--- config.mk ---
export PLATFORM = sky130hd
export DESIGN_NAME = sqrt_bcd_display
export DESIGN_NICKNAME = d
export VERILOG_FILES = /design/src/rtl/sqrt_disp_pkg.sv /design/src/rtl/seg7_decode.sv /design/src/rtl/sqrt_bcd_display.sv
export SDC_FILE = /design/constraint.sdc
export NUM_CORES = 1
export LEC_CHECK = 0
export BUFFER_PORTS_ARGS = -buffer_cell sky130_fd_sc_hd__clkbuf_2
export CAP_MARGIN = 30
export CORE_UTILIZATION = 52
export DETAILED_ROUTE_END_ITERATION = 6
export PLACE_DENSITY = 0.82
export SLEW_MARGIN = 20
export SYNTH_ARGS = -nofsm -noshare
export SYNTH_HDL_FRONTEND = slang
export SYNTH_SLANG_ARGS = --single-unit
--- constraint.sdc ---
create_clock -name clk -period 1.54 [get_ports clk]
set_input_delay 0.154 -clock clk [delete_from_list [all_inputs] [get_ports clk]]
set_output_delay 0.154 -clock clk [all_outputs]
set_load 0.03 [all_outputs]
--- src/rtl/sqrt_disp_pkg.sv ---
// Shared constants for the square-root result display: FSM encoding,
// seven-segment patterns and the double-dabble digit adjust.
package sqrt_disp_pkg;

    typedef enum logic [1:0] {
        IDLE = 2'd0,
        CONV = 2'd1,
        SHOW = 2'd2
    } state_t;

    localparam int NDIG = 3;

    // Patterns are {g,f,e,d,c,b,a}, active high
    localparam logic [6:0] SEG_0     = 7'h3F;
    localparam logic [6:0] SEG_1     = 7'h06;
    localparam logic [6:0] SEG_2     = 7'h5B;
    localparam logic [6:0] SEG_3     = 7'h4F;
    localparam logic [6:0] SEG_4     = 7'h66;
    localparam logic [6:0] SEG_5     = 7'h6D;
    localparam logic [6:0] SEG_6     = 7'h7D;
    localparam logic [6:0] SEG_7     = 7'h07;
    localparam logic [6:0] SEG_8     = 7'h7F;
    localparam logic [6:0] SEG_9     = 7'h6F;
    localparam logic [6:0] SEG_BLANK = 7'h00;

    // Add 3 to every BCD digit >= 5 so the following left shift carries correctly
    function automatic logic [4*NDIG-1:0] dd_adjust(input logic [4*NDIG-1:0] w);
        logic [4*NDIG-1:0] r;
        r = '0;
        for (int i = 0; i < NDIG; i++) begin
            r[4*i +: 4] = (w[4*i +: 4] >= 4'd5) ? w[4*i +: 4] + 4'd3 : w[4*i +: 4];
        end
        return r;
    endfunction

endpackage

--- src/rtl/seg7_decode.sv ---
// BCD digit to seven-segment pattern with a blanking override.
module seg7_decode
    import sqrt_disp_pkg::*;
(
    input  logic [3:0] i_digit,
    input  logic       i_blank,
    output logic [6:0] o_seg
);

    always_comb begin
        o_seg = SEG_BLANK;
        if (!i_blank) begin
            case (i_digit)
                4'd0:    o_seg = SEG_0;
                4'd1:    o_seg = SEG_1;
                4'd2:    o_seg = SEG_2;
                4'd3:    o_seg = SEG_3;
                4'd4:    o_seg = SEG_4;
                4'd5:    o_seg = SEG_5;
                4'd6:    o_seg = SEG_6;
                4'd7:    o_seg = SEG_7;
                4'd8:    o_seg = SEG_8;
                4'd9:    o_seg = SEG_9;
                default: o_seg = SEG_BLANK;
            endcase
        end
    end

endmodule

--- src/rtl/sqrt_bcd_display.sv ---
// Accepts a binary result, converts it to BCD one bit per cycle and scans
// the last completed value onto a 3-digit multiplexed seven-segment display.
module sqrt_bcd_display
    import sqrt_disp_pkg::*;
#(
    parameter int DATA_W   = 8,
    parameter int SCAN_DIV = 1024
) (
    input  logic              clk,
    input  logic              rst_n,
    input  logic [DATA_W-1:0] in_data,
    input  logic              in_valid,
    output logic              in_ready,
    output logic [11:0]       bcd,
    output logic              bcd_valid,
    output logic [6:0]        seg,
    output logic [2:0]        digit_sel
);

    localparam int CNT_W = $clog2(SCAN_DIV);
    localparam logic [CNT_W-1:0] SCAN_LAST = CNT_W'(SCAN_DIV - 1);

    state_t              r_state;
    logic [DATA_W-1:0]   r_shift;
    logic [11:0]         r_work;
    logic [3:0]          r_bits;
    logic [11:0]         r_bcd;
    logic                r_shown;
    logic [CNT_W-1:0]    r_scan;
    logic [2:0]          r_digsel;

    logic [11:0]         w_adj;
    logic [DATA_W+11:0]  w_sh;
    logic [3:0]          w_digit;
    logic                w_blank;

    assign w_adj = dd_adjust(r_work);
    assign w_sh  = {w_adj, r_shift} << 1;

    always_ff @(posedge clk or negedge rst_n) begin
        if (!rst_n) begin
            r_state  <= IDLE;
            r_shift  <= '0;
            r_work   <= '0;
            r_bits   <= '0;
            r_bcd    <= '0;
            r_shown  <= 1'b0;
            r_scan   <= '0;
            r_digsel <= 3'b000;
        end else begin
            case (r_state)
                IDLE, SHOW: begin
                    if (in_valid) begin
                        r_shift <= in_data;
                        r_work  <= '0;
                        r_bits  <= 4'(DATA_W);
                        r_state <= CONV;
                    end
                end
                CONV: begin
                    r_work  <= w_sh[DATA_W+11:DATA_W];
                    r_shift <= w_sh[DATA_W-1:0];
                    r_bits  <= r_bits - 4'd1;
                    if (r_bits == 4'd1) begin
                        // whole result lands in one edge so the display never sees partial digits
                        r_bcd   <= w_sh[DATA_W+11:DATA_W];
                        r_state <= SHOW;
                        r_shown <= 1'b1;
                        if (!r_shown) r_digsel <= 3'b001;
                    end
                end
                default: r_state <= IDLE;
            endcase

            // scan free-runs once anything has been shown; new results do not restart it
            if (r_shown) begin
                if (r_scan == SCAN_LAST) begin
                    r_scan   <= '0;
                    r_digsel <= {r_digsel[1:0], r_digsel[2]};
                end else begin
                    r_scan <= r_scan + 1'b1;
                end
            end
        end
    end

    always_comb begin
        w_digit = 4'd0;
        w_blank = 1'b1;
        if (r_digsel[0]) begin
            w_digit = r_bcd[3:0];
            w_blank = 1'b0;
        end else if (r_digsel[1]) begin
            w_digit = r_bcd[7:4];
            w_blank = (r_bcd[11:4] == 8'h00);
        end else if (r_digsel[2]) begin
            w_digit = r_bcd[11:8];
            w_blank = (r_bcd[11:8] == 4'h0);
        end
    end

    seg7_decode u_dec (
        .i_digit (w_digit),
        .i_blank (w_blank),
        .o_seg   (seg)
    );

    assign in_ready  = (r_state != CONV);
    assign bcd_valid = (r_state == SHOW);
    assign bcd       = r_bcd;
    assign digit_sel = r_digsel;

endmodule

==> flow_results.org <==
** Synthesis
- The number of nets handed over by synthesis was 304.
- During synthesis, Yosys emitted a total of 0 warnings.
- The netlist uses 44 different library cells.
- In this run the cell area of the synthesized design comes to 0.00279 mm^2.
- Synthesis produced 282 cells.
- For this run, the register share of the synthesized area comes to 0.467.
- In the synthesized netlist the async set-or-reset flop fraction comes to 1.00.
- Dividing the synthesized area by the synthesized cell count gives 9.88 um^2.
- Primary FF master, synth :: sky130_fd_sc_hd__dfrtp_1
- Number of flops mapped to enable cells by yosys :: 0
- The synthesized design contains 52 register bits.

** Cells and area
- Commonest cells after routing, fill and taps aside :: sky130_fd_sc_hd__buf_4 (52), sky130_fd_sc_hd__dfrtp_1 (50), sky130_fd_sc_hd__nand2_1 (35)
- Measured on the finished design, the core utilization comes to 0.795.
- Of the cells placed in the final design, the portion with a size suffix greater than 1 is 0.447.
- 0 antenna diodes ended up in the layout.
- Relative to the synthesized area, the layout overhead comes to 46.8%.
- Leading cell type in the layout, fill and taps excluded :: sky130_fd_sc_hd__buf_4
- Count of nets after finishing :: 400
- Summing all non-filler instances in the final layout gives an area of 0.00409 mm^2.
- After filler insertion, the fill cell instance count of the layout stands at 308.

** Placement
- Port Buf Inserts :: 34
- The congestion estimate from routability-driven global placement came to 0.817.
- Post-DP HPWL :: 4630 um
- Cell area after placement :: 0.00350 mm^2

** Timing
- Maximum clock skew at final layout :: 0.00371 ns
- Adding up every negative setup slack in the final design gives -4.45 ns.
- Final worst setup slack :: -0.666 ns
- The final hold violation count was 0.
- The worst pin sits at a relative slew slack of 0.709.
- The number of pins exceeding their max-slew limit in the final report came to 0.
- Subtracting the final worst setup slack from the clock period gives 2.21 ns.
- Of the available clock period, the critical path in the final layout requires 1.43.
- At the pin with the least slew margin, the transition time is 0.431 ns.
- Final count of negative-setup-slack endpoints :: 17
- Setup repair after global routing could not meet its margin everywhere.
- Max Clk Rate :: 453 MHz
- Fin Hold WS :: 0.0744 ns

** Detailed routing
- Dividing the detail-routed wire length by the instance count gives 17.3 um.
- Remaining DRCs :: 0
- Remaining number of nets flagged by the antenna check after routing :: 0
- First-iteration detailed-routing DRC count :: 179
- The final route contains 2524 vias.
- Dividing the detail-routed via count by the number of cells gives 5.63.
- Wire length reported by the detailed router :: 7740 um
- Count of TritonRoute iterations in the first routing pass :: 4

** Setup path
- Delay of the slowest cell on the worst path :: 0.44 ns
- Critical path startpoint category :: flop
- The critical path contains buffers and inverters numbering 4 combined.
- Critical Setup Path Class :: flop to output pin
- Cell family contributing the most delay on the critical path :: buffers and inverters
- Sort of element at the end of the critical path :: output pin
- Endpoint required time on the critical path :: 1.39 ns
- The slowest stage of the critical path belongs to the cell sky130_fd_sc_hd__dfrtp_2.
- Traced cell by cell, the critical path runs through nand3b_1, a21oi_4, buf_6, buf_4, nor4_4, buf_4, nor4_4, clkbuf_8.
- Data arrival time of the critical path :: 2.05 ns
- Critical path peak fanout :: 6

** Global route
- The number of global-route vias before repair was 2371.
- Aggregate global routing overflow :: 0
- The first global-routing pass estimated 11100 um of wire.
- In the global route stage, overall resource usage came out at 0.264.
- Antenna violations before repair :: 0
- Entering global routing, the biggest net connects 53 pins.

** Clock network
- At the later pin of the worst-skew pair, clock insertion delay measures 0.31 ns.
- Level count of the clock H-tree :: 2
- Clock Sink Count :: 52
- Clock-pin slew was measured on the worst setup and hold paths at 0.09 ns.
- Counting the buffers created by CTS gives 5.
- CTS tree :: built
- The longest clock path from root to sink contains 2 buffers.
- Root Driver :: sky130_fd_sc_hd__clkbuf_8

** Flow run
- Max cap viols :: 0

** Power
- In this run the static leakage power is 0.00188 uW.
- Highest ir drop seen on vdd :: 1360 uV
- Power density cells :: 2510 mW/mm^2

** Worst hold path
- The worst hold path belongs to the class primary input to flop.

** Floorplanning
- The initial utilization of the core area, before any placement, comes to 0.542.
- In this run the count of I/O pins placed on the die edge is 35.
- In this run the core area contains 26 standard-cell rows.
- Horiz. Die Dim :: 75.2 um
- Area of the core :: 0.00514 mm^2
- In this run the vertical extent of the chip is 75.2 um.
- Area of the die :: 0.00565 mm^2

** Status
- Result of the run :: complete, but fails checks
- The checks that failed: setup timing.
## final cells by class
cell class                      instances  area [um^2]  area share
Multi-Input combinational cell        202         1700       0.417
Sequential cell                        52         1300       0.319
Timing Repair Buffer                  101          848       0.208
Tap cell                               70         87.6      0.0214
Clock buffer                            6         72.6      0.0178
Inverter                               16         67.6      0.0165
Clock inverter                          1         5.00     0.00122
## state kept, by name (all words and copies together), names as in the netlist
register and count:
bcd 12, digit_sel 3, r_bits 4, r_scan 10
r_shift 8, r_shown 1, r_state 2, r_work 12
## cells in the mapped netlist (all sizes together) (6+ instances only)
cell,count,share of area
mux2,8,0.032
nand2,36,0.049
nand3,8,0.014
a21oi,13,0.027
xnor2,9,0.028
dfrtp,52,0.47
nor4,6,0.016
nand2b,6,0.013
ha,11,0.049
nor3b,9,0.024
inv,16,0.022
nor3,7,0.014
nor2,22,0.031
a31oi,7,0.016
a22o,12,0.038
o21ai,20,0.036
buf,8,0.017
## cell families after synthesis
logic type	synth area share
mux	0.0467
fa+ha+maj	0.0494
xor+xnor	0.0377
compound gates	0.155
flops	0.467
simple gates	0.200
buf+inv	0.0440
## layer usage
metal,track usage,part of all wire,up-vias
met1,0.339,0.41,1256
li1,-,-,1177
met4,0.0967,0.021,0
met3,0.0535,0.054,16
met2,0.447,0.52,75
met5,0,0,-
## final timing paths
path | cells past startpoint | slack [ns] | end | from
setup / recovery | 8 | -0.67 | seg[5] | digit_sel[1]
hold / removal | 2 | 0.07 | r_state[1] | in_valid
setup reg to reg | 6 | -0.06 | bcd[2] | r_bits[1]
hold reg to reg | 1 | 0.49 | r_scan[9] | r_scan[9]
max in group asynchronous | 3 | 0.92 | digit_sel[0] | rst_n
min in group asynchronous | 3 | 0.36 | bcd[1] | rst_n
## where the power goes
group	leakage, uW	switching, uW	internal [uW]	total (uW)
clock	0.0000410	427	310	737
combinational	0.00119	3570	3400	6970
sequential	0.000645	610	1940	2550
total	0.00188	4610	5650	10300
## metrics by stage
step / power (uW) / setup WS, ns / std cells
final: 10300 / -0.666 / 448
after global routing: 10900 / -0.747 / 448
after CTS: 9420 / -0.596 / 440
after detailed placement: 7810 / -0.352 / 423
after global placement: 7540 / -0.292 / 423
after floorplan: 5880 / -0.511 / 282
## timing repair
item,in CTS,in global routing
buffers inserted,10,9
gates resized for setup,53,31
endpoints found under the hold margin,52,0
pin swaps,15,15
hold buffers,1,0
cloned,0,1
endpoints found under the setup margin,24,22
(Power assumes the default switching activity.)
